**src/rtl/bcd_pkg.sv**
```systemverilog
// rtl/bcd_pkg.sv - shared BCD constants, FSM encoding and digit check
package bcd_pkg;

    localparam logic [1:0] IDLE = 2'd0;
    localparam logic [1:0] CALC = 2'd1;
    localparam logic [1:0] DONE = 2'd2;

    localparam logic [3:0] BCD_NINE = 4'd9;
    localparam logic [3:0] BCD_ADJ  = 4'd6;
    localparam logic       MODE_ADD = 1'b0;
    localparam logic       MODE_SUB = 1'b1;

    function automatic logic is_bcd_digit(input logic [3:0] d);
        return (d <= BCD_NINE);
    endfunction

endpackage

```
**src/rtl/bcd_digit_addsub.sv**
```systemverilog
// rtl/bcd_digit_addsub.sv - one-digit BCD add/sub cell; subtract uses nine's complement of b
module bcd_digit_addsub
    import bcd_pkg::*;
(
    input  logic [3:0] a,
    input  logic [3:0] b,
    input  logic       cin,
    input  logic       sub,
    output logic [3:0] s,
    output logic       cout
);

    logic [3:0] w_yd;
    logic [4:0] w_sum;

    always_comb begin
        w_yd  = (sub == MODE_ADD) ? b : (BCD_NINE - b);
        w_sum = {1'b0, a} + {1'b0, w_yd} + {4'b0, cin};
        if (w_sum > 5'd9) begin
            s    = w_sum[3:0] + BCD_ADJ;
            cout = 1'b1;
        end else begin
            s    = w_sum[3:0];
            cout = 1'b0;
        end
    end

endmodule

```
**src/rtl/bcd_addsub_seq_ctrl.sv**
```systemverilog
// rtl/bcd_addsub_seq_ctrl.sv - digit-serial packed-BCD add/sub sequencer with ready/valid handshakes
module bcd_addsub_seq_ctrl
    import bcd_pkg::*;
#(
    parameter int NDIG = 3
) (
    input  logic              clk,
    input  logic              rst_n,
    input  logic              in_valid,
    output logic              in_ready,
    input  logic [4*NDIG-1:0] in_x,
    input  logic [4*NDIG-1:0] in_y,
    input  logic              in_mode,
    output logic              out_valid,
    input  logic              out_ready,
    output logic [4*NDIG-1:0] out_r,
    output logic              out_kout,
    output logic              out_err,
    output logic              busy
);

    localparam int              IW   = (NDIG > 1) ? $clog2(NDIG) : 1;
    localparam logic [IW-1:0]   LAST = IW'(NDIG - 1);

    logic [1:0]        r_state;
    logic [4*NDIG-1:0] r_x, r_y, r_res;
    logic              r_mode, r_carry, r_kout, r_err;
    logic [IW-1:0]     r_idx;

    logic              w_bad;
    logic [3:0]        w_xd, w_yd, w_sd;
    logic              w_cout;

    always_comb begin
        w_bad = 1'b0;
        for (int i = 0; i < NDIG; i++) begin
            if (!is_bcd_digit(in_x[4*i +: 4]) || !is_bcd_digit(in_y[4*i +: 4]))
                w_bad = 1'b1;
        end
    end

    always_comb begin
        w_xd = '0;
        w_yd = '0;
        for (int i = 0; i < NDIG; i++) begin
            if (r_idx == IW'(i)) begin
                w_xd = r_x[4*i +: 4];
                w_yd = r_y[4*i +: 4];
            end
        end
    end

    bcd_digit_addsub u_cell (
        .a    (w_xd),
        .b    (w_yd),
        .cin  (r_carry),
        .sub  (r_mode),
        .s    (w_sd),
        .cout (w_cout)
    );

    always_ff @(posedge clk or negedge rst_n) begin
        if (!rst_n) begin
            r_state <= IDLE;
            r_x     <= '0;
            r_y     <= '0;
            r_mode  <= 1'b0;
            r_res   <= '0;
            r_idx   <= '0;
            r_carry <= 1'b0;
            r_kout  <= 1'b0;
            r_err   <= 1'b0;
        end else begin
            case (r_state)
                IDLE: begin
                    if (in_valid) begin
                        r_x     <= in_x;
                        r_y     <= in_y;
                        r_mode  <= in_mode;
                        r_res   <= '0;
                        r_idx   <= '0;
                        // ten's complement: nine's complement per digit plus an initial carry
                        r_carry <= (in_mode == MODE_SUB);
                        if (w_bad) begin
                            r_err   <= 1'b1;
                            r_kout  <= 1'b0;
                            r_state <= DONE;
                        end else begin
                            r_state <= CALC;
                        end
                    end
                end
                CALC: begin
                    for (int i = 0; i < NDIG; i++) begin
                        if (r_idx == IW'(i))
                            r_res[4*i +: 4] <= w_sd;
                    end
                    r_carry <= w_cout;
                    if (r_idx == LAST) begin
                        r_kout  <= w_cout;
                        r_err   <= 1'b0;
                        r_state <= DONE;
                    end else begin
                        r_idx <= r_idx + 1'b1;
                    end
                end
                DONE: begin
                    if (out_ready)
                        r_state <= IDLE;
                end
                default: r_state <= IDLE;
            endcase
        end
    end

    assign in_ready  = (r_state == IDLE);
    assign out_valid = (r_state == DONE);
    assign busy      = (r_state != IDLE);
    assign out_r     = r_res;
    assign out_kout  = r_kout;
    assign out_err   = r_err;

endmodule

```
**config.mk**
```make
export PLATFORM = sky130hd
export DESIGN_NAME = bcd_addsub_seq_ctrl
export DESIGN_NICKNAME = d
export VERILOG_FILES = /design/src/rtl/bcd_pkg.sv /design/src/rtl/bcd_digit_addsub.sv /design/src/rtl/bcd_addsub_seq_ctrl.sv
export SDC_FILE = /design/constraint.sdc
export NUM_CORES = 1
export LEC_CHECK = 0
export CAP_MARGIN = 40
export CORE_MARGIN = 4
export CORE_UTILIZATION = 48
export CTS_BUF_LIST = sky130_fd_sc_hd__clkbuf_2 sky130_fd_sc_hd__clkbuf_4 sky130_fd_sc_hd__clkbuf_8
export DETAILED_ROUTE_END_ITERATION = 16
export GPL_TIMING_DRIVEN = 1
export PLACE_DENSITY = 0.77
export REMOVE_ABC_BUFFERS = 1
export SLEW_MARGIN = 15
export SYNTH_ARGS = -nofsm -noshare
export SYNTH_HDL_FRONTEND = slang
export SYNTH_SLANG_ARGS = --single-unit
```
**constraint.sdc**
```tcl
create_clock -name clk -period 3.3 [get_ports clk]
set_input_delay 0.33 -clock clk [delete_from_list [all_inputs] [get_ports clk]]
set_output_delay 0.33 -clock clk [all_outputs]
set_load 0.05 [all_outputs]
```
After elaboration in Yosys (flattened, before gate mapping):

Cells that the tools add are included.

* output and inout bits: 17
* register bits: 44
* input port bits: 29
* word-level logic and storage cells: 90

* $add $sub $neg: 5
* magnitude comparators: 7
* equality and inequality tests: 11
* reduce and logical (&&, ||, !) cells: 21
* multiplexer cells: 35

Operators by type and width (number)
* 2-to-1 mux 4 bit: 11
* <= comparator 4 bit, second input constant: 6
* case mux 12 bit (2 select lines): 1
* AND reduction 3 bit: 5
* 2-to-1 mux 12 bit: 1
* 2-to-1 mux 2 bit: 6
* 2-to-1 mux 1 bit: 11
* inequality test 2 bit, second input constant: 5
* logical NOT 1 bit: 6
* case mux 1 bit (2 select lines): 3
* case mux 2 bit (3 select lines): 1
* adder 4 x 4 -> 5 bit: 1
* adder 5 x 1 -> 5 bit: 1
* greater-than comparator 5 x 4 -> 1 bit, second input constant: 1
* adder 4 x 3 -> 4 bit, second input constant: 1
* equality test 2 x 1 -> 1 bit, second input constant: 2
* equality test 2 bit, second input constant: 2
* logical NOT 2 bit: 2
* inequality test 2 x 1 -> 1 bit, second input constant: 2
* case mux 2 bit (2 select lines): 1
* AND reduction 2 bit: 2
* AND reduction 4 bit: 1
* nonzero test 2 bit: 2
* subtractor 4 bit, first input constant: 1
* other kinds (2): 4

Logic depth before layout (Yosys ltp):

* depth in word-level cells: 12
* gate-level depth with buffers: 16
* depth with buffers taken out: 16

Cells and area by module:

Synthesis repeated with hierarchy kept, for this count alone.

* cell total of the unflattened synthesis: 201
* area, all modules: 2223.4 um^2

Modules (own cells, without submodules)
* bcd_addsub_seq_ctrl: area each 1945.6 um^2, cells each 166, sequential area each 1101.1 um^2, instances 1
* bcd_digit_addsub: area each 277.8 um^2, cells each 35, sequential area each 0.0 um^2, instances 1

Worst setup path after synthesis:

Ideal clock, no wire load.

* kind: register to register
* start: register r_idx[0]
* end: register r_res[2], in the netlist out_r[2]
* required time: 3.179 ns
* cell stages (with the launch flop): 17
* slack: -0.276 ns
* library setup time: 0.121 ns
* arrival: 3.455 ns
* cells stage by stage: dfrtp_1 > inv_1 > ha_1 > nor2b_1 > a22oi_1 > o21ai_0 > inv_1 > ha_1 > nand2_1 > o21ai_0 > ha_1 > xnor2_1 > ha_1 > a22oi_1 > a31oi_4 > mux2i_1 > a22o_1

* longest elaborated chain between the ends: 12
* elaborated cells on any way between the ends: 20

RTL lines
* start: declaration: RTL line bcd_addsub_seq_ctrl.sv:28 `logic [IW-1:0] r_idx;`
* start signal: assignment: RTL line bcd_addsub_seq_ctrl.sv:104 `r_idx <= r_idx + 1'b1;`
* logical NOT 2 bit: RTL line bcd_addsub_seq_ctrl.sv:46, bcd_addsub_seq_ctrl.sv:95
* 2-to-1 mux 4 bit (3 in a row): RTL line bcd_addsub_seq_ctrl.sv:46 `if (r_idx == IW'(i)) begin`
* subtractor 4 bit: RTL line bcd_digit_addsub.sv:17 `w_yd = (sub == MODE_ADD) ? b : (BCD_NINE - b);`
* 2-to-1 mux 4 bit: RTL line bcd_digit_addsub.sv:17
* adder 4 x 4 -> 5 bit: RTL line bcd_digit_addsub.sv:18 `w_sum = {1'b0, a} + {1'b0, w_yd} + {4'b0, cin};`
* adder 5 x 1 -> 5 bit: RTL line bcd_digit_addsub.sv:18
* adder 4 x 3 -> 4 bit or greater-than comparator 5 x 4 -> 1 bit (tied branches): RTL line bcd_digit_addsub.sv:20, bcd_digit_addsub.sv:19
* 2-to-1 mux 4 bit: RTL line bcd_digit_addsub.sv:19 `if (w_sum > 5'd9) begin`
* 2-to-1 mux 4 bit: RTL line bcd_addsub_seq_ctrl.sv:95 `if (r_idx == IW'(i))`
* case mux 12 bit (2 select lines): RTL line bcd_addsub_seq_ctrl.sv:74 `case (r_state)`
* end signal: indexed assignment: RTL line bcd_addsub_seq_ctrl.sv:96 `r_res[4*i +: 4] <= w_sd;`
* end: declaration: RTL line bcd_addsub_seq_ctrl.sv:26 `logic [4*NDIG-1:0] r_x, r_y, r_res;`

Several ways; a longest one is shown, not always the timed one. The select of a mux whose other input is x is not followed.
A chain may end at the register's enable or synchronous reset.

Worst setup path in the final report:

* start: register r_idx[1]
* end: register r_res[6], in the netlist out_r[6]

* longest elaborated chain between the ends: 12
* elaborated cells on any way between the ends: 20

RTL lines (RTL line)
* logical NOT 2 bit: bcd_addsub_seq_ctrl.sv:46
* 2-to-1 mux 4 bit (3 in a row): bcd_addsub_seq_ctrl.sv:46
* subtractor 4 bit: bcd_digit_addsub.sv:17
* 2-to-1 mux 4 bit: bcd_digit_addsub.sv:17
* adder 4 x 4 -> 5 bit: bcd_digit_addsub.sv:18
* adder 5 x 1 -> 5 bit: bcd_digit_addsub.sv:18
* adder 4 x 3 -> 4 bit or greater-than comparator 5 x 4 -> 1 bit (tied branches): bcd_digit_addsub.sv:20, bcd_digit_addsub.sv:19
* 2-to-1 mux 4 bit: bcd_digit_addsub.sv:19
* 2-to-1 mux 4 bit: bcd_addsub_seq_ctrl.sv:95
* case mux 12 bit (2 select lines): bcd_addsub_seq_ctrl.sv:74

Several ways; a longest one is shown, not always the timed one. The select of a mux whose other input is x is not followed.

==> results.sh <==
export IMPL_fin_ws_ps=-47.7
export IMPL_hold_buffers=0
export IMPL_cts_sinks=44
export IMPL_clock_latency_ps=300
export IMPL_grt_pass1_wl_um=8170
export IMPL_maxCapViolCount=0
export IMPL_synth_edf_count=0
export IMPL_skew_ps=4.84
export IMPL_start_util_pct=50.3
export IMPL_synth_cell_area_mm2=0.00222
export IMPL_path_max_fanout=7
export IMPL_antenna_left=0
export IMPL_hpwlAfterDp_um=3700
export IMPL_worstMarginPinSlew_ps=529
export IMPL_totalWireLength_um=5080
export IMPL_synth_area_leader_cell="dfrtp_1"
export IMPL_finalHoldViolCount=0
export IMPL_final_max_slew_violation_count=0
export IMPL_seq_area_frac_synth_pct=49.6
export IMPL_htreeDepth=2
export IMPL_reg2regPathDepth=15
export IMPL_fin_util_pct=70.1
export IMPL_timing_fmax_mhz=299
export IMPL_total_power_mw=3.42
export IMPL_ff_latch_area_mm2=0.00110
export IMPL_p_leak_nw=1.33
export IMPL_required_ps=3540
export IMPL_rr_startpoint="r_idx[1]"
export IMPL_cts_path_max_buffers=2
export IMPL_cts_reportedPaths_clkPinSlew_ps=80
export IMPL_layout_drive_gt1_share_pct=30.8
export IMPL_syn_to_final_growth_pct=39.5
export IMPL_post_dp_cell_area_mm2=0.00282
export IMPL_firstDrtPassIters=4
export IMPL_ys_warnings_count=0
export IMPL_synth_area_per_cell_um2=11.2
export IMPL_cts_buffers_inserted=5
export IMPL_gr_total_overflow=0
export IMPL_num_rows=24
export IMPL_layout_min_cycle_time_ps=3350
export IMPL_worstSetupStartpointType="flip-flop"
export IMPL_violations="negative setup slack"
export IMPL_route_detailed_drc=0
export IMPL_antenna_found_initial=0
export IMPL_viasPerCell=5.55
export IMPL_crit_arrival_ps=3590
export IMPL_hold_path_class="in -> async"
export IMPL_relSlewSlack_pct=64.7
export IMPL_yosysUniqueCellTypes=36
export IMPL_die_w_um=76
export IMPL_rsz0062_at_grt="yes"
export IMPL_synth_top_area_share_pct=49.6
export IMPL_drtIter0Drc=94
export IMPL_vias=1748
export IMPL_multiInputGateArea_mm2=0.00116
export IMPL_status="finished, violations left"
export IMPL_reg2reg_to="out_r[6]"
export IMPL_yosys_top_cells_area="dfrtp_1 50%, mux2_2 13%, ha_1 4.5%"
export IMPL_coreArea_mm2=0.00441
export IMPL_whs_ps=0.236
export IMPL_synth_seq_cells=44
export IMPL_setup_viol=5
export IMPL_cts_tree="yes"
export IMPL_die_h_um=76
export IMPL_grt_use_total_pct=17.4
export IMPL_fillers=312
export IMPL_wl_per_cell_um=16.1
export IMPL_power_density_mw_per_mm2=1110
export IMPL_synthFlopType="dfrtp_1"
export IMPL_grt_max_degree=31
export IMPL_ys_async_sr_fraction_pct=100
export IMPL_n_antenna_cell=0
export IMPL_finalInstanceArea_mm2=0.00310
export IMPL_synth_cells=198
export IMPL_endpoint_kind="flip-flop"
export IMPL_io_pins=46
export IMPL_finalCritPeriodShare_pct=101
export IMPL_grt_pass1_vias=1735
export IMPL_vdd_ir_drop_max_mv=0.773
export IMPL_rrSetupSlack_ps=-50
export IMPL_fin_nets=301
export IMPL_gp_congestion=0.880
export IMPL_dieArea_mm2=0.00578
export IMPL_cts_root_buf="clkbuf_8"
export IMPL_port_buffers=45
export IMPL_setup_worst_path_class="reg -> reg"
[power by group]
group / leakage [nW] / total (mW) / internal (mW) / switching, mW
clock network: 0.0645 / 0.451 / 0.267 / 0.184
registers: 0.546 / 0.786 / 0.682 / 0.104
logic: 0.718 / 2.19 / 1.06 / 1.13
[critical path: stages, from the launching register on]
cell	delay [ps]
dfrtp_1	400
inv_2	90
ha_4	190
buf_6	130
nand3b_1	180
a21oi_2	180
a21oi_2	60
ha_1	290
nand2_1	50
o21ai_1	90
ha_2	320
a21o_1	180
or3_4	400
a31oi_4	260
mux2i_2	300
a22o_1	170
[synthesized netlist by cell type, types with 2 or more instances]
| cell type | count |
|---|---|
| mux2i_1 | 2 |
| mux2_2 | 26 |
| a22o_1 | 6 |
| and2_1 | 3 |
| nor2b_1 | 2 |
| a21o_1 | 2 |
| dfrtp_1 | 44 |
| o31ai_1 | 3 |
| o21ai_1 | 2 |
| nand2_1 | 19 |
| a21oi_1 | 5 |
| o21ai_0 | 19 |
| xnor2_1 | 4 |
| clkbuf_1 | 3 |
| nor2_1 | 9 |
| nand2b_1 | 2 |
| nor3_1 | 2 |
| inv_1 | 9 |
| ha_1 | 8 |
| buf_2 | 4 |
| a22oi_1 | 8 |
| fa_1 | 2 |
[per-stage QoR]
step	setup TNS, ps	instances	setup WS [ps]
detailed placement	-2260	302	-273
floorplan	-2790	191	-325
global placement	-635	301	-108
global route	-1570	315	-224
CTS	0	313	2.32
finish	-156	315	-47.7
[registers in the layout, summed over array words and instances, names as in the netlist]
| register | count |
|---|---|
| out_r | 12 |
| r_x | 12 |
| r_y | 12 |
| r_idx | 2 |
| r_state | 2 |
| out_err | 1 |
| out_kout | 1 |
| r_carry | 1 |
| r_mode | 1 |
[layer usage]
metal | vias up | part of all wire, % | routed length, um | global-route usage (%)
met5 | - | 0 | 0 | 0
met4 | 0 | 1.6 | 82 | 4.80
met3 | 11 | 5.0 | 253 | 4.26
met2 | 46 | 50 | 2510 | 29.4
met1 | 856 | 44 | 2230 | 22.2
li1 | 835 | - | - | -
[final cells by class]
type | instances | share of cell area [%]
multi-input combinational | 138 | 37.3
sequential | 44 | 35.6
timing repair buffer | 64 | 19.8
clock buffer | 7 | 3.11
tap | 52 | 2.10
inverter | 9 | 1.09
clock inverter | 1 | 0.970
[logic make-up (layout without fill, tap and decap cells)]
logic type	Yosys count	count (layout)	share of synthesized area (%)
buffers and inverters	16	81	2.93
flip-flops	44	44	49.6
adder cells (fa/ha/maj)	10	10	6.31
multiplexers	29	29	14.6
XOR/XNOR	4	4	1.58
AND/OR/NAND/NOR	43	43	9.36
AO/OA/AOI/OAI	52	52	15.6
[what timing repair did]
action	4_1_cts	5_1_grt
resized for setup	19	12
endpoints found under the setup margin	11	11
gates cloned	0	0
pin swaps	8	14
buffers inserted	3	2
[worst max-delay path by stage]
stage / to / cells past startpoint / slack, ps / startpoint
after floorplan: out_r[2] / 15 / -330 / r_idx[0]
after global placement: out_r[6] / 15 / -110 / r_idx[0]
after detailed placement: out_r[3] / 16 / -270 / r_idx[0]
after CTS: out_r[6] / 14 / 2 / r_idx[0]
after global routing: out_r[6] / 15 / -220 / r_idx[1]
final: out_r[6] / 15 / -50 / r_idx[1]
[placed cells by master (no fill, tap or decap), types with 3 or more instances in the layout]
master | netlist | final
and2_1 | 3 | 3
a22o_1 | 6 | 6
dfrtp_1 | 44 | 43
o21ai_1 | 2 | 5
clkbuf_8 | 0 | 7
clkdlybuf4s50_1 | 0 | 44
a22oi_1 | 8 | 5
a21oi_2 | 0 | 3
o21ai_0 | 19 | 15
a22oi_2 | 0 | 3
nand2_1 | 19 | 19
inv_1 | 9 | 7
buf_4 | 0 | 17
o31ai_1 | 3 | 3
mux2_2 | 26 | 26
ha_1 | 8 | 3
nor2_1 | 9 | 8
ha_2 | 0 | 3
(Power assumes the default switching activity.)
